### src/rtl/mult_seq_pkg.sv
// Shared types and sizing helpers for the sequential radix-4 multiplier.
package mult_seq_pkg;

    typedef enum logic [1:0] {
        IDLE = 2'd0,
        CALC = 2'd1,
        DONE = 2'd2
    } state_e;

    // Sizing for the default 8-bit build; parameterised users call the helpers.
    localparam int WIDTH_DEF  = 8;
    localparam int NUM_DIGITS = WIDTH_DEF / 2;
    localparam int IDX_W      = $clog2(NUM_DIGITS);
    localparam int ACC_W      = 2 * WIDTH_DEF;

    // Number of radix-4 digits in a WIDTH-bit multiplier.
    function automatic int num_digits(input int width);
        return width / 2;
    endfunction

    // Digit index width, never below one bit so a 2-bit build still has a counter.
    function automatic int idx_width(input int width);
        return ((width / 2) > 1) ? $clog2(width / 2) : 1;
    endfunction

    // Accumulator width holding the exact unsigned product.
    function automatic int acc_width(input int width);
        return 2 * width;
    endfunction

endpackage

### src/rtl/mult_seq_ctrl_radix4_pp.sv
// Radix-4 partial product: multiplies B by one unsigned 2-bit digit of A.
module radix4_pp #(
    parameter int WIDTH = 8
) (
    input  logic [WIDTH-1:0] b,
    input  logic [1:0]       digit,
    output logic [WIDTH+1:0] pp
);

    // Select 0, B, 2B or 3B from the digit value.
    always_comb begin
        pp = '0;
        case (digit)
            2'b00:   pp = '0;
            2'b01:   pp = {2'b00, b};
            2'b10:   pp = {1'b0, b, 1'b0};
            2'b11:   pp = {2'b00, b} + {1'b0, b, 1'b0};
            default: pp = '0;
        endcase
    end

endmodule

### src/rtl/mult_seq_ctrl.sv
// Sequential radix-4 multiplier: one partial product per cycle, valid/ready on
// both sides, zero-operand shortcut and optional early termination.
module mult_seq_ctrl
    import mult_seq_pkg::*;
#(
    parameter int WIDTH      = 8,
    parameter int PO_WIDTH   = 20,
    parameter int EARLY_TERM = 1
) (
    input  logic                clk,
    input  logic                rst_n,
    input  logic                in_valid,
    output logic                in_ready,
    input  logic [WIDTH-1:0]    A,
    input  logic [WIDTH-1:0]    B,
    output logic                out_valid,
    input  logic                out_ready,
    output logic [PO_WIDTH-1:0] PO,
    output logic                busy
);

    localparam int ND = num_digits(WIDTH);
    localparam int IW = idx_width(WIDTH);
    localparam int AW = acc_width(WIDTH);

    state_e             state_r, state_nxt_s;
    logic [WIDTH-1:0]   a_r, a_nxt_s;
    logic [WIDTH-1:0]   b_r, b_nxt_s;
    logic [AW-1:0]      acc_r, acc_nxt_s;
    logic [IW-1:0]      idx_r, idx_nxt_s;
    logic [PO_WIDTH-1:0] po_r;
    logic               po_load_s;
    logic               out_valid_r;
    logic               in_ready_r;
    logic               busy_r;

    logic [1:0]         digit_s;
    logic [WIDTH+1:0]   pp_s;
    logic [AW-1:0]      pp_ext_s;
    logic [IW+1:0]      rem_sh_s;
    logic               last_s;

    assign digit_s  = a_r[{idx_r, 1'b0} +: 2];
    assign pp_ext_s = AW'(pp_s);
    // Shift that discards the digits already consumed including the current one.
    assign rem_sh_s = {1'b0, idx_r, 1'b0} + (IW + 2)'(2);
    assign last_s   = (idx_r == IW'(ND - 1)) ||
                      ((EARLY_TERM != 0) && ((a_r >> rem_sh_s) == '0));

    radix4_pp #(
        .WIDTH (WIDTH)
    ) u_pp (
        .b     (b_r),
        .digit (digit_s),
        .pp    (pp_s)
    );

    // Next-state, operand capture and accumulation decisions.
    always_comb begin
        state_nxt_s = state_r;
        a_nxt_s     = a_r;
        b_nxt_s     = b_r;
        acc_nxt_s   = acc_r;
        idx_nxt_s   = idx_r;
        po_load_s   = 1'b0;
        case (state_r)
            IDLE: begin
                if (in_valid && in_ready_r) begin
                    a_nxt_s   = A;
                    b_nxt_s   = B;
                    acc_nxt_s = '0;
                    idx_nxt_s = '0;
                    if ((A == '0) || (B == '0)) begin
                        state_nxt_s = DONE;
                        po_load_s   = 1'b1;
                    end else begin
                        state_nxt_s = CALC;
                    end
                end else begin
                    state_nxt_s = IDLE;
                end
            end
            CALC: begin
                acc_nxt_s = acc_r + (pp_ext_s << {idx_r, 1'b0});
                idx_nxt_s = idx_r + IW'(1);
                if (last_s) begin
                    state_nxt_s = DONE;
                    po_load_s   = 1'b1;
                end else begin
                    state_nxt_s = CALC;
                end
            end
            DONE: begin
                if (out_valid_r && out_ready) begin
                    state_nxt_s = IDLE;
                end else begin
                    state_nxt_s = DONE;
                end
            end
            default: begin
                state_nxt_s = IDLE;
            end
        endcase
    end

    // State, datapath and registered handshake outputs.
    // A zero-shortcut entry into DONE presents out_valid one cycle later, so
    // every product spends at least one edge between accept and delivery.
    always_ff @(posedge clk or negedge rst_n) begin
        if (!rst_n) begin
            state_r     <= IDLE;
            a_r         <= '0;
            b_r         <= '0;
            acc_r       <= '0;
            idx_r       <= '0;
            po_r        <= '0;
            out_valid_r <= 1'b0;
            in_ready_r  <= 1'b1;
            busy_r      <= 1'b0;
        end else begin
            state_r     <= state_nxt_s;
            a_r         <= a_nxt_s;
            b_r         <= b_nxt_s;
            acc_r       <= acc_nxt_s;
            idx_r       <= idx_nxt_s;
            if (po_load_s) begin
                po_r <= PO_WIDTH'(acc_nxt_s);
            end else begin
                po_r <= po_r;
            end
            out_valid_r <= (state_nxt_s == DONE) && (state_r != IDLE);
            in_ready_r  <= (state_nxt_s == IDLE);
            busy_r      <= (state_nxt_s == CALC);
        end
    end

    assign in_ready  = in_ready_r;
    assign out_valid = out_valid_r;
    assign PO        = po_r;
    assign busy      = busy_r;

endmodule

### config.mk
export PLATFORM = sky130hd
export DESIGN_NAME = mult_seq_ctrl
export DESIGN_NICKNAME = d
export VERILOG_FILES = /design/src/rtl/mult_seq_pkg.sv /design/src/rtl/mult_seq_ctrl_radix4_pp.sv /design/src/rtl/mult_seq_ctrl.sv
export SDC_FILE = /design/constraint.sdc
export NUM_CORES = 1
export LEC_CHECK = 0
export ABC_AREA = 1
export CAP_MARGIN = 20
export CORE_MARGIN = 2
export CORE_UTILIZATION = 30
export CTS_CLUSTER_SIZE = 28
export DETAILED_ROUTE_END_ITERATION = 7
export PLACE_DENSITY = 0.49
export SETUP_SLACK_MARGIN = 0.3
export SLEW_MARGIN = 20
export SYNTH_ARGS = -nofsm -noshare
export SYNTH_HDL_FRONTEND = slang
export SYNTH_SLANG_ARGS = --single-unit
### constraint.sdc
create_clock -name clk -period 3.84 [get_ports clk]
set_input_delay 0.96 -clock clk [delete_from_list [all_inputs] [get_ports clk]]
set_output_delay 0.96 -clock clk [all_outputs]
set_load 0.02 [all_outputs]
==> flow_summary.json, run 1 <==
{
  "cts_made_buffers": 5,
  "syn_area_per_cell_um2": 7.074,
  "num-nets-final": 626,
  "grt_antenna_before_repair": 0,
  "drc": 0,
  "area_growth_syn_to_layout_pct": 23.47,
  "startpoint_type": "flip-flop",
  "grt_max_degree": 36,
  "wl_mm": 10.15,
  "slew_viol_final": 0,
  "grt_pass1_wl_mm": 16.87,
  "hold_path.class": "flip-flop to flip-flop",
  "vias": 3541,
  "synth_edf_count": 0,
  "cts_sinks": 55,
  "fin_crit_ns": 3.287,
  "yosysUniqueCellTypes": 37,
  "synthArstFlopShare_pct": 100.0,
  "setup_ws_ns": 0.5529,
  "syn-cell-area_um2": 3764,
  "synthFlopType": "dfrtp_1",
  "io_pins": 43,
  "final-setup-viol-count": 0,
  "crit_arrival_ns": 3.48,
  "worst-path-max-fanout": 21,
  "ys_seq_area_share_pct": 36.60,
  "overflow": 0,
  "cts_tree": "done",
  "cts_root_buf": "clkbuf_16",
  "synth_cells": 532,
  "yosys.area.top_type": "dfrtp_1",
  "grt_use_total_pct": 15.75,
  "hold_violations": 0,
  "core_um2": 12110,
  "fin_skew_ns": 0.01059,
  "maxCapViolCount": 0,
  "power_density_nw_per_um2": 963.8,
  "fp.dieH_um": 116.0,
  "drive_above_1_share_pct": 11.72,
  "ant_nets": 0,
  "hold_ws_ns": 0.4791,
  "clk_latency_ns": 0.30,
  "diodes": 0,
  "hpwl_mm": 7.806,
  "gp_congestion": 0.8960,
  "ys_ff_latch": 55,
  "cts_hold_buf": 0,
  "ys_top_cells_by_area": "dfrtp_1, nand2_1, ha_1",
  "synth_top_area_share_pct": 35.90,
  "grt_pass1_vias": 3438,
  "clk_pin_slew_ns": 0.08,
  "status": "finished, final reports clean",
  "num_rows": 40,
  "yosysWarnings": 0,
  "port_buffers": 38,
  "setup_tns_ns": 0,
  "critPathCaptureType": "flip-flop",
  "cp.required_ns": 4.03,
  "h-tree-depth": 2,
  "first_pass_iters": 4,
  "rsz0062_at_grt": "yes",
  "irDropWorstVdd_mv": 0.3840,
  "drtIter0Drc": 181,
  "die-area_um2": 13460,
  "post-route-period-util_pct": 85.60,
  "place_ws_ns": 0.2817,
  "via_per_inst": 4.734,
  "clk_path_buf_depth": 2,
  "start_util_pct": 31.07,
  "die_w_um": 116.0,
  "wl_per_cell_um": 13.57,
  "path_class": "flip-flop to flip-flop",
  "max_freq_ghz": 0.3042,
  "total_leakage_power_nw": 2.325
}
[placed cells by master, fill, tap and decap left out, drive strengths merged]
cell | netlist | layout
ha | 25 | 25
buf | 10 | 17
nor3 | 2 | 2
nor2 | 39 | 39
dfstp | 1 | 1
conb | 1 | 4
inv | 37 | 36
fa | 2 | 2
o21ai | 38 | 38
or2 | 5 | 5
nor4 | 5 | 5
nand2 | 209 | 209
nand3b | 1 | 1
clkbuf | 7 | 7
a22o | 2 | 2
o211ai | 5 | 5
a21oi | 26 | 26
dfrtp | 54 | 54
clkinvlp | 0 | 1
and3 | 1 | 1
nand3 | 47 | 47
a22oi | 1 | 1
a31oi | 1 | 1
xnor2 | 2 | 2
clkinv | 0 | 1
clkdlybuf4s50 | 0 | 37
nand4 | 8 | 8
a21o | 3 | 3
[routing by layer]
metal | up-vias | share of wire, % | global-route usage [%]
met4 | 0 | 1.3 | 4.206
met3 | 8 | 3.3 | 2.354
met2 | 58 | 44 | 24.95
met5 | - | 0 | 0
li1 | 1843 | - | -
met1 | 1632 | 51 | 22.53
[synth_stat cells, drive strengths merged, types with 2 or more instances]
cell type,n
or2,5
nand4,8
inv,37
nand2,209
ha,25
fa,2
buf,10
o211ai,5
nand3,47
a22o,2
xnor2,2
nor3,2
nor2,39
dfrtp,54
o21ai,38
nor4,5
clkbuf,7
a21o,3
a21oi,26
[registers in the layout, summed over array words and instances (netlist names)]
signal and cells:
busy 1, PO 16, idx_r 2, acc_r 16, state_r 2, in_ready 1, b_r 8, out_valid 1
a_r 8
[where the power goes]
part / switching (mW) / internal [mW] / leakage (nW)
clock: 0.216 / 0.278 / 0.0761
sequential: 0.187 / 0.822 / 0.711
combinational: 1.87 / 1.10 / 1.54
[worst max-delay path: stages (launching register included)]
cell and delay (ns):
dfrtp_1 0.43, buf_8 0.18, nand2_1 0.08, nand3_1 0.09
nand2_2 0.14, inv_2 0.09, nand2_2 0.11, inv_1 0.09
nand2_1 0.10, nand3_1 0.10, o21ai_2 0.17, nor2_1 0.09
ha_1 0.37, nand3_1 0.11, nand2_1 0.15, nand3_1 0.09
nand2_1 0.16, a21oi_1 0.10, or2_2 0.28, nand3_1 0.07
nand2_1 0.07, nand2_1 0.06, nand2_1 0.05
[metrics by stage]
stage	instances	utilization, %	power (mW)	cell area [µm²]
detailed placement	734	35.77	3.709	4333
global route	748	38.37	4.932	4647
finish	748	38.37	4.479	4647
CTS	742	37.10	4.233	4493
floorplan	535	-	2.923	3775
global placement	734	35.77	3.716	4333
[area by class of cell]
type / instances / area (µm²)
multi-input combinational: 426 / 2252
clock inverter: 1 / 7.507
clock buffer: 7 / 152.6
fill: 1352 / 7465
tap: 168 / 210.2
inverter: 37 / 143.9
timing repair buffer: 54 / 503.0
sequential: 55 / 1378
[cell families (layout without fill, tap and decap cells)]
kind of cell / after synthesis / count (layout) / synth area share [%]
and+or+nand+nor: 317 / 317 / 36.10
AOI/OAI and AO/OA: 76 / 76 / 10.94
DFF: 55 / 55 / 36.60
buffers and inverters: 54 / 99 / 6.416
adders and majority gates: 27 / 27 / 9.375
xor gates and xnor gates: 2 / 2 / 0.4655
other: 1 / 4 / 0.09964
[what timing repair did]
action / CTS / global route
resized for setup: 1 / 40
buffers inserted: 0 / 6
endpoints found under the setup margin: 1 / 20
pin swaps: 0 / 9
[worst paths after layout]
path / start / to / slack, ns / cells after the start
max: idx_r[0] / PO[9] / 0.55 / 22
min: PO[5] / PO[5] / 0.48 / 2
max reg2reg: idx_r[0] / PO[9] / 0.55 / 22
min reg2reg: PO[5] / PO[5] / 0.48 / 2
max in group asynchronous: rst_n / in_ready / 2.33 / 2
min in group asynchronous: rst_n / a_r[5] / 0.62 / 1
No activity file was read; power rests on OpenSTA's default activity.
==> run 2: changes to the inputs <==
--- a/config.mk
+++ b/config.mk
@@ -8,10 +8,11 @@
 export ABC_AREA = 1
 export CAP_MARGIN = 20
 export CORE_MARGIN = 2
-export CORE_UTILIZATION = 30
+export CORE_UTILIZATION = 45
 export CTS_CLUSTER_SIZE = 28
 export DETAILED_ROUTE_END_ITERATION = 7
-export PLACE_DENSITY = 0.49
+export GPL_TIMING_DRIVEN = 0
+export PLACE_DENSITY = 0.67
 export SETUP_SLACK_MARGIN = 0.3
 export SLEW_MARGIN = 20
 export SYNTH_ARGS = -nofsm -noshare
==> run 2 against run 1 <==
  * Hold slack hardly changed
  * Sequential power hardly changed
  * Combinational power is 7.4% higher
  * Total power is 1.4% higher
  * Register-to-register slack worse by 0.07 ns
  * Sequential cell count stayed put
  * Worst setup slack worse by 0.067 ns
  * Largest cell class unchanged
==> flow_summary.json, run 2 (same netlist as run 1, synthesis figures left out) <==
{
  "hold_start": "PO[4]",
  "r2r_setup_slack_ns": 0.49,
  "path_class": "flip-flop to flip-flop",
  "port_buffers": 38,
  "post-route-period-util_pct": 87.34,
  "startpoint_type": "flip-flop",
  "rsz0062_at_grt": "yes",
  "num_rows": 33,
  "cts_root_buf": "clkbuf_8",
  "die_w_um": 95.45,
  "clk_path_buf_depth": 2,
  "layout_commonest_cell": "nand2_1",
  "regArea_um2": 1383,
  "overflow": 0,
  "critPathCaptureType": "flip-flop",
  "cts_made_buffers": 5,
  "first_pass_iters": 5,
  "irDropWorstVdd_mv": 0.3669,
  "power_density_nw_per_um2": 979.5,
  "drc": 0,
  "diodes": 0,
  "dp.cells": 678,
  "start_util_pct": 46.04,
  "final_cell_mix": "nand2_1, dfrtp_1, nand3_1",
  "startpoint": "b_r[1]",
  "clk_pin_slew_ns": 0.10,
  "status": "finished, final reports clean",
  "num-nets-final": 636,
  "hpwl_mm": 7.330,
  "grt_antenna_before_repair": 0,
  "hold_path.class": "flip-flop to flip-flop",
  "via_per_inst": 5.311,
  "setup_tns_ns": 0,
  "grt_max_degree": 56,
  "cts_sinks": 55,
  "hold_violations": 0,
  "ant_nets": 0,
  "cp.required_ns": 4.06,
  "multi_input_area_um2": 2350,
  "vias": 3691,
  "fin_skew_ns": 0.008923,
  "r2r_start": "b_r[1]",
  "fin_cells": 695,
  "worst-path-max-fanout": 4,
  "area_growth_syn_to_layout_pct": 23.24,
  "grt_pass1_vias": 3412,
  "final-setup-viol-count": 0,
  "slew_viol_final": 0,
  "cts_tree": "done",
  "fp.dieH_um": 95.45,
  "clk_latency_ns": 0.31,
  "die-area_um2": 9111,
  "slew_headroom_pct": 53.15,
  "wl_per_cell_um": 14.01,
  "io_pins": 43,
  "fillers": 798,
  "drive_above_1_share_pct": 15.42,
  "h-tree-depth": 2,
  "drtIter0Drc": 190,
  "wl_mm": 9.738,
  "grt_use_total_pct": 22.67,
  "gp_congestion": 0.9285,
  "crit_arrival_ns": 3.57,
  "core_um2": 8175,
  "maxCapViolCount": 0,
  "max_freq_ghz": 0.2982,
  "grt_pass1_wl_mm": 16.17,
  "total_leakage_power_nw": 2.327,
  "fin_crit_ns": 3.354,
  "worst_pin_slew_ns": 0.7027
}
==> run 2: stage by stage <==
step | worst slack (ns) | hold slack [ns] | utilization, % | total power [mW] | cell area, µm²
2_1_floorplan | 0.7068 | 0.4492 | - | 2.923 | 3775
3_3_place_gp | 0.08020 | 0.4548 | 52.43 | 3.647 | 4287
3_5_place_dp | 0.2069 | 0.4582 | 52.40 | 3.685 | 4284
4_1_cts | 0.2668 | 0.4822 | 53.67 | 4.052 | 4388
5_1_grt | 0.2431 | 0.5080 | 56.73 | 4.951 | 4638
6_report | 0.4863 | 0.4789 | 56.73 | 4.543 | 4638
==> run 2: worst max-delay path, cell delays in order, from the launching register on <==
cell and delay (ns):
dfrtp_1 0.39, ha_2 0.19, inv_1 0.05, fa_2 0.33, inv_2 0.07, nand3_2 0.08
nand2_2 0.10, a31oi_1 0.10, or2_4 0.24, nand3_2 0.08, nand3_1 0.07, nand2_1 0.11
o21ai_1 0.09, ha_1 0.38, nand2_2 0.14, nor2_1 0.07, nor2_2 0.15, nor2_1 0.06
nor2_1 0.14, nand3_1 0.09, nand3_1 0.10, nand2_2 0.10, buf_4 0.14
==> run 2: path summary, 6_finish.rpt <==
kind	endpoint	depth (start not counted)
max in group asynchronous	idx_r[0]	1
hold reg to reg	PO[4]	2
min in group asynchronous	busy	1
setup reg to reg	acc_r[14]	22
hold / removal	PO[4]	2
setup / recovery	acc_r[14]	22
==> run 2: timing repair <==
item / CTS / global route
endpoints found under the setup margin: 8 / 20
buffers inserted: 2 / 7
gates resized for setup: 3 / 61
hold buffers: 0 / 0
pin swaps: 0 / 18
==> run 2: routing by layer <==
metal	global-route usage [%]	share of wire, %	vias to the layer above
li1	-	-	1859
met1	34.88	51	1738
met2	34.45	45	87
met3	2.451	3.7	7
met4	4.881	0.96	0
met5	0	0	-
==> run 2: final cells by class <==
cell class | instances | share of cell area (%)
Tap cell | 105 | 2.832
Inverter | 37 | 3.048
Timing Repair Buffer | 47 | 9.603
Multi-Input combinational cell | 426 | 50.66
Clock inverter | 2 | 0.2698
Sequential cell | 55 | 29.81
Buffer | 17 | 2.212
Clock buffer | 6 | 1.565
==> run 2: power by group <==
group / internal [mW] / switching, mW
logic: 1.21 / 1.99
clock network: 0.128 / 0.197
registers: 0.824 / 0.195
total: 2.17 / 2.38
==> run 3: changes to the inputs <==
--- a/config.mk
+++ b/config.mk
@@ -12,7 +12,7 @@
 export CTS_CLUSTER_SIZE = 28
 export DETAILED_ROUTE_END_ITERATION = 7
 export GPL_TIMING_DRIVEN = 0
-export PLACE_DENSITY = 0.67
+export PLACE_DENSITY = 0.66
 export SETUP_SLACK_MARGIN = 0.3
 export SLEW_MARGIN = 20
 export SYNTH_ARGS = -nofsm -noshare
==> run 3 against run 2 <==
  * Register-to-register slack worse by 0.02 ns
  * Worst setup slack lost 0.018 ns
  * Utilization down 0.66 points
  * Largest power group unchanged
==> flow_summary.json, run 3 (same netlist as run 1, synthesis figures left out) <==
{
  "status": "finished, final reports clean",
  "slew_headroom_pct": 54.54,
  "hold_start": "PO[5]",
  "diodes": 0,
  "die-area_um2": 9111,
  "cp_common_cell": "nand3_1",
  "vias": 3658,
  "area_growth_syn_to_layout_pct": 21.81,
  "path_class": "flip-flop to flip-flop",
  "crit_chain": "ha_2 -> inv_1 -> fa_2 -> inv_2 -> nand3_2 -> nand2_2 -> nand2_1 -> nand3_1 -> nand3_1 -> o211ai_1 -> o21ai_1 -> ha_1 -> a21oi_2 -> o21ai_2 -> a21o_1 -> nand3b_1 -> nand3_1 -> nand3_1 -> nand2_2 -> nand2_1 -> nand2_1",
  "max_freq_ghz": 0.2966,
  "design_area_um2": 4584,
  "port_buffers": 38,
  "gp_congestion": 0.9168,
  "grt_pass1_wl_mm": 15.88,
  "setup_ws_ns": 0.4684,
  "wl_per_cell_um": 13.74,
  "final_core_util_pct": 56.08,
  "grt_pass1_vias": 3358,
  "worst-path-max-fanout": 5,
  "h-tree-depth": 2,
  "critPathCaptureType": "flip-flop",
  "switching_share_pct": 52.63,
  "crit_arrival_ns": 3.58,
  "worst_pin_slew_ns": 0.6818,
  "clk_pin_slew_ns": 0.11,
  "hold_violations": 0,
  "slew_viol_final": 0,
  "setup_tns_ns": 0,
  "grt_max_degree": 56,
  "core_um2": 8175,
  "first_pass_iters": 5,
  "hpwl_mm": 7.270,
  "drtIter0Drc": 191,
  "overflow": 0,
  "place_ws_ns": 0.2026,
  "drive_above_1_share_pct": 14.31,
  "p_int_mw": 2.093,
  "io_pins": 43,
  "die_w_um": 95.45,
  "power_density_nw_per_um2": 963.6,
  "maxCapViolCount": 0,
  "grt_antenna_before_repair": 0,
  "cp.required_ns": 4.05,
  "clk_path_buf_depth": 2,
  "wl_mm": 9.510,
  "power.share.sequential_pct": 23.0,
  "hold_depth": 2,
  "cts_sinks": 55,
  "worstHoldEndpoint": "PO[5]",
  "rsz0062_at_grt": "yes",
  "grt_use_total_pct": 22.06,
  "p_sw_mw": 2.325,
  "worst_r2r_endpoint": "PO[14]",
  "finalPower_mw": 4.417,
  "p_clk_share_pct": 7.6,
  "cts_tree": "done",
  "clk_latency_ns": 0.31,
  "r2r_setup_slack_ns": 0.47,
  "layout_commonest_cell": "nand2_1",
  "r2r_start": "b_r[1]",
  "placed_area_um2": 4284,
  "cts_root_buf": "clkbuf_8",
  "drc": 0,
  "slowest_delay_ns": 0.40,
  "fin_cells": 692,
  "startpoint_type": "flip-flop",
  "reg2regPathDepth": 21,
  "num-nets-final": 633,
  "via_per_inst": 5.286,
  "ant_nets": 0,
  "pwr-share-comb_pct": 69.4,
  "num_rows": 33,
  "fin_crit_ns": 3.372,
  "slowest_stage": "dfrtp_1",
  "irDropWorstVdd_mv": 0.3608,
  "fin_skew_ns": 0.01545,
  "dp.cells": 678,
  "final_cell_mix": "nand2_1, dfrtp_1, nand3_1",
  "total_leakage_power_nw": 2.314,
  "post-route-period-util_pct": 87.80,
  "fp.dieH_um": 95.45,
  "cts_made_buffers": 5,
  "final-setup-viol-count": 0,
  "hold_ws_ns": 0.4814,
  "hold_path.class": "flip-flop to flip-flop",
  "start_util_pct": 46.04
}
[run 3: changes by cell type in the layout (fill, tap and decap cells not counted), sizes merged]
cell	delta
buf	-3
clkinv	-1
inv	+1
[run 3: power by group through the flow]
stage	registers (mW)	clock network, mW	logic [mW]
floorplan	1.06	0	1.87
global placement	1.01	0	2.62
detailed placement	1.01	0	2.66
CTS	0.998	0.339	2.76
global route	1.05	0.366	3.42
finish	1.02	0.335	3.07
[run 3: worst max-delay path by stage]
stage,start,end,slack [ns],depth (start not counted)
6_report,b_r[1],PO[14],0.47,21
3_5_place_dp,b_r[0],PO[14],0.20,23
5_1_grt,b_r[5],PO[15],0.24,21
4_1_cts,b_r[1],PO[9],0.31,21
2_1_floorplan,b_r[0],PO[9],0.71,21
3_3_place_gp,rst_n,acc_r[12],0.09,1
[run 3: final cells by class]
cell class | count | area (µm²)
fill | 769 | 3591
sequential | 55 | 1383
buffer | 17 | 102.6
tap | 105 | 131.4
timing repair buffer | 44 | 422.9
clock inverter | 2 | 16.27
multi-input combinational | 426 | 2315
inverter | 37 | 141.4
clock buffer | 6 | 72.57
[run 3: layer usage]
layer | part of all wire, % | track usage [%] | vias to the layer above
li1 | - | - | 1853
met1 | 50 | 33.82 | 1709
met2 | 45 | 33.74 | 90
met3 | 3.8 | 2.292 | 6
met4 | 0.78 | 4.643 | 0
met5 | 0 | 0 | -
[run 3: repair_timing]
item | in CTS | in global routing
endpoints found under the setup margin | 6 | 20
resized for setup | 4 | 51
hold buffers | 0 | 0
pin swaps | 3 | 15
buffers inserted | 4 | 2
[run 3: worst max-delay path, delay by kind of cell (launching register included)]
kind            cells  cell delay, ns
buf+inv             2            0.13
compound gates      5            0.85
flops               1            0.40
fa+ha+maj           3            0.90
simple gates       11            0.98
==> variant 1 (config.mk and constraints of run 1) <==
The 3 states of `state_e` get a one-hot encoding in 3 bits.
--- a/src/rtl/mult_seq_pkg.sv
+++ b/src/rtl/mult_seq_pkg.sv
@@ -3,6 +3,6 @@
 
-    typedef enum logic [1:0] {
-        IDLE = 2'd0,
-        CALC = 2'd1,
-        DONE = 2'd2
+    typedef enum logic [2:0] {
+        IDLE = 3'b001,
+        CALC = 3'b010,
+        DONE = 3'b100
     } state_e;
Function: same outputs for any inputs over 4 cycles, from zero or initial values and one cycle with rst_n low; so few cycles prove little.
==> variant 1 against run 1 <==
Area after synthesis grew 3.0%. Sequential cell count increased by 1. Critical endpoint is now PO[13]. Largest cell class unchanged. Worst hold slack lost 4.2 ps. Critical path type unchanged. Sequential share of layout area fell by 0.84 points. Design area rose by 5.0%. Fmax decreased by 3.9%. Die area rose by 2.9%. Setup slack got worse by 130 ps. Synthesized cell count grew 2.1%. Total power up 0.98%. Routed wire length increased by 7.6%.
==> variant 1: results (changes against run 1) <==
* Area contributors post-synth: dfrtp_1 (35%), nand2_1 (20%), ha_1 (7.7%)
* CTS resizes at 2 (+1)
* First-pass GRT wire length at 17970 µm (+6.5%)
* Layout Cells excl Fill at 763 (+2.0%)
* Post-DP HPWL at 8165 µm (+4.6%)
* Dpl ws at 279.7 ps (-2.075 ps)
* Postcts setup bufs at 3 (+3)
* Initial antenna violation count at 0 (unchanged)
* Skew final at 8.394 ps (-2.200 ps)
* Main synth FF type: dfrtp_1
* Worst Min Path Start: PO[2]
* CP Data Arrival Time at 3610 ps (+130 ps)
* Total of fill cells in the finished design at 1374 (+1.6%)
* Outcome: finished clean
* RR Startpoint: b_r[3]
* Yosys cell types at 42 (+14%)
* Total Routing Usage GR at 15.84% (+0.091 points)
* Crit path max fanout at 5 (-76%)
* TritonRoute pass-1 iters at 4 (unchanged)
* Ant diodes at 0 (unchanged)
* Placer's final routability congestion estimate at 0.8594 (-4.1%)
* Pin count of the biggest net entering global routing at 33 (-8.3%)
* Placed cell areas at 4424 µm² (+2.1%)
* Share of the yosys chip area belonging to registers at 36.23% (-0.37 points)
* Iter 0 DRT Violations at 144 (-20%)
* Most frequent cells after synthesis: nand2_1 (208), dfrtp_1 (54), nand3_1 (42)
* Max rail drop VDD at 330.9 µV (-14%)
* Switching part of the total at 50.50% (-0.27 points)
* Clock-pin transition on the worst setup and hold timing paths at 70 ps
* Post-DR wirelength/cell at 14.31 µm (+5.4%)
* Leakage at 2.427 nW (+4.4%)
* Total CTS buffers at 5 (unchanged)
* Hold Path Class: reg -> reg
* Nets at 636 (+1.6%)
* Worst slew pin tran at 803.2 ps
* Multi-input logic area at 2440 µm² (+8.3%)
* Total power at 0.004522 W (+0.98%)
* Seq. pwr at 0.00106 W (+5%)
* Synth Instances at 543 (+2.1%)
* Post-Place Cells at 745 (+1.5%)
* Clock network fraction of total power at 10.7% (-0.3 points)
* Layout cells sized above 1 at 17.26% (+5.5 points)
* Top-count cell post-synth: nand2_1
* Detailed-route via count at 3686 (+4.1%)
==> variant 1: final cells by class <==
type / instances / area share (%)
Multi-Input combinational cell: 427 / 50.01
Sequential cell: 56 / 28.80
Timing Repair Buffer: 54 / 10.16
Tap cell: 172 / 4.411
Inverter: 46 / 3.539
Clock buffer: 7 / 2.924
Clock inverter: 1 / 0.1539
==> variant 1: path summary, 6_finish.rpt <==
path / endpoint / slack (ps) / cells past startpoint
setup / recovery: PO[13] / 420 / 20
setup reg to reg: PO[13] / 420 / 20
hold reg to reg: PO[2] / 470 / 2
max in group asynchronous: PO[15] / 2250 / 2
min in group asynchronous: a_r[5] / 740 / 1
hold / removal: PO[2] / 470 / 2
==> variant 1: layer usage <==
| layer | GRT usage, % | wire length, µm | up-vias |
|---|---|---|---|
| li1 | - | - | 1880 |
| met5 | 0 | 0 | - |
| met2 | 25.22 | 4899 | 57 |
| met1 | 22.49 | 5501 | 1734 |
| met3 | 1.938 | 293 | 15 |
| met4 | 4.744 | 222 | 0 |
==> variant 1: critical path, stage by stage, from the launching register on <==
cell and delay [ps]:
dfrtp_1 460, ha_1 370, or2_2 300, and2_4 180, nand2_1 50, nand2_1 50
o211ai_1 180, buf_4 160, o21ai_2 60, o21ai_1 220, ha_4 270, nand2_2 110
inv_1 90, a21oi_2 170, nor2_1 80, nor3_2 170, nand3_1 110, nand2_1 90
o21ai_2 60, nand2_1 70, nand2_1 60
==> variant 1: cells by family after synthesis <==
kind of cell	synth area share, %
buffers and inverters	6.974
DFF	36.23
adders and majority gates	8.783
AOI/OAI and AO/OA	11.56
xor gates and xnor gates	0.2261
other	0.09678
and+or+nand+nor	36.13
==> variant 2 (config.mk and constraints of run 1) <==
Without the edit above. `PO_WIDTH`: 20 -> 40.
--- a/src/rtl/mult_seq_ctrl.sv
+++ b/src/rtl/mult_seq_ctrl.sv
@@ -6,3 +6,3 @@
     parameter int WIDTH      = 8,
-    parameter int PO_WIDTH   = 20,
+    parameter int PO_WIDTH   = 40,
     parameter int EARLY_TERM = 1
Interface: changed (resized PO); port bits go from 43 to 63. The function was not compared with the original's and may differ.
==> variant 2 against run 1 <==
Clock power shrank 5.9%. Critical path depth grew 1. Setup slack lost 46 ps. Cell count grew 3.5%. Synthesized cell count grew 3.8%. First-iteration DRC count shrank 25%. Utilization shrank 0.38 points. Count of clock-buffer cells in the layout shrank 1. Clock skew grew 3.3 ps. Area after synthesis grew 4.0%. Routed wire length grew 2.0%. Design area grew 3.6%. Sequential cell count is the same. Total power grew 3.3%. Critical path type unchanged. Highest routed layer unchanged.
==> variant 2: results (changes against run 1) <==
* Clock-pin transition on the worst setup and hold timing paths at 70 ps
* Final hold slack at 477.9 ps (-1.160 ps)
* Hold Path Sink: PO[4]
* Leakage at 2.397 nW (+3.1%)
* TritonRoute pass-1 iters at 5 (+1)
* Slew margin rel. at 57.51%
* Reg-to-Reg End: PO[14]
* Worst Min Path Start: PO[4]
* RR Startpoint: b_r[1]
* Total of fill cells in the finished design at 1349 (-0.22%)
* Yosys warns at 0 (unchanged)
* Clk_lat worst skew at 300 ps (about the same)
* Hold Path Class: reg -> reg
* Total CTS buffers at 5 (unchanged)
* Outcome: finished clean
* Pin count of the biggest net entering global routing at 29 (-19%)
* Post-DP HPWL at 7920 µm (+1.5%)
* Yosys cell types at 37 (unchanged)
* Setup CP Type: reg -> reg
* Root buffer cell: clkbuf_16
* Vias in the first global route at 3461 (+0.67%)
* Ant diodes at 0 (unchanged)
* Crit path max fanout at 5 (-76%)
* Share of the yosys chip area belonging to registers at 35.20% (-1.4 points)
* FF-to-FF path depth at 23 (+4.5%)
* Max Buffers Root-to-Sink at 2 (unchanged)
* First-pass GRT wire length at 17130 µm (+1.5%)
* Setup Total Neg Slack at 0 ps (unchanged)
* Iter 0 DRT Violations at 135 (-25%)
* Total Routing Usage GR at 15.04% (-0.71 points)
* Ys async rst share at 100.0% (unchanged)
* Most frequent cells after synthesis: nand2_1 (204), dfrtp_1 (54), nand3_1 (46)
* Nets at 648 (+3.5%)
* Max rail drop VDD at 333.0 µV (-13%)
* Layout cells sized above 1 at 14.29% (+2.6 points)
* Skew final at 13.88 ps (+3.282 ps)
* Placer's final routability congestion estimate at 0.9617 (+7.3%)
* CTS H-Tree Depth at 2 (unchanged)
* Detailed-route via count at 3566 (+0.71%)
* Dpl ws at 288.6 ps (+6.817 ps)
* CP Data Arrival Time at 3530 ps (+50 ps)
* Worst hold path cell count at 2 (unchanged)
* Post-DR wirelength/cell at 13.38 µm (-1.4%)
* Initial antenna violation count at 0 (unchanged)
* Area contributors post-synth: dfrtp_1 (35%), nand2_1 (20%), ha_1 (8.0%)
* Number of port buffers at 38 (unchanged)
[variant 2: changes by cell type in the layout (fill, tap and decap cells not counted), sizes merged]
cell / before / now
clkinv: 1 / 0
clkbuf: 7 / 6
buf: 17 / 19
conb: 4 / 24
inv: 36 / 38
[variant 2: kinds of logic after synthesis]
group / share of synthesized area [%]
AO/OA/AOI/OAI: 10.52
AND/OR/NAND/NOR: 34.72
other: 0.09582
flip-flops: 35.20
XOR/XNOR: 0.4477
adder cells (fa/ha/maj): 9.015
buffers and inverters: 10.01
[variant 2: area by class of cell]
class | count | area share (%)
Timing Repair Buffer | 56 | 10.61
Inverter | 37 | 2.885
Clock inverter | 2 | 0.3379
Clock buffer | 6 | 2.677
Sequential cell | 55 | 28.65
Tap cell | 172 | 4.471
Multi-Input combinational cell | 446 | 50.38
[variant 2: layer usage]
| layer | wire length [µm] | share of wire (%) | GRT usage (%) |
|---|---|---|---|
| met1 | 5067 | 49 | 20.67 |
| met2 | 4773 | 46 | 24.46 |
| met3 | 365 | 3.5 | 2.268 |
| met4 | 148 | 1.4 | 4.292 |
| met5 | 0 | 0 | 0 |
[variant 2: critical path, cell delays in order, from the launching register on]
cell	delay, ps
dfrtp_1	390
ha_2	190
inv_1	50
fa_1	370
inv_2	80
nand3_1	90
nand2_2	110
a31oi_1	90
or2_2	300
nand3_2	90
nand3_2	80
nand3_2	70
o21ai_2	80
ha_4	280
a21oi_2	160
nor2_1	70
nor2_2	140
nor2_1	70
nor2_1	150
nand3_1	100
nand3_1	90
nand2_1	80
nand2_1	70
nand2_1	50
[variant 2: timing repair]
item | CTS | global route
pin swaps | 0 | 13
resized for setup | 2 | 52
endpoints found under the setup margin | 2 | 19
hold endpoints to repair | 0 | 0
buffers inserted | 1 | 6
[variant 2: through the flow]
step | cell area [µm²] | std cells
finish | 4813 | 774
global route | 4813 | 774
CTS | 4577 | 768
detailed placement | 4420 | 759
global placement | 4420 | 759
floorplan | 4000 | 575
[variant 2: how the worst max path moves through the flow]
| stage | endpoint | slack (ps) | cells past startpoint |
|---|---|---|---|
| 3_5_place_dp | PO[8] | 290 | 20 |
| 2_1_floorplan | PO[9] | 710 | 21 |
| 3_3_place_gp | PO[8] | 260 | 20 |
| 5_1_grt | PO[14] | 250 | 21 |
| 6_report | PO[14] | 510 | 23 |
| 4_1_cts | PO[9] | 300 | 21 |
[variant 2: report_power, final]
group	switching (W)	internal, W
clock network	0.000220	0.000245
registers	0.000195	0.000822
logic	0.00195	0.00120
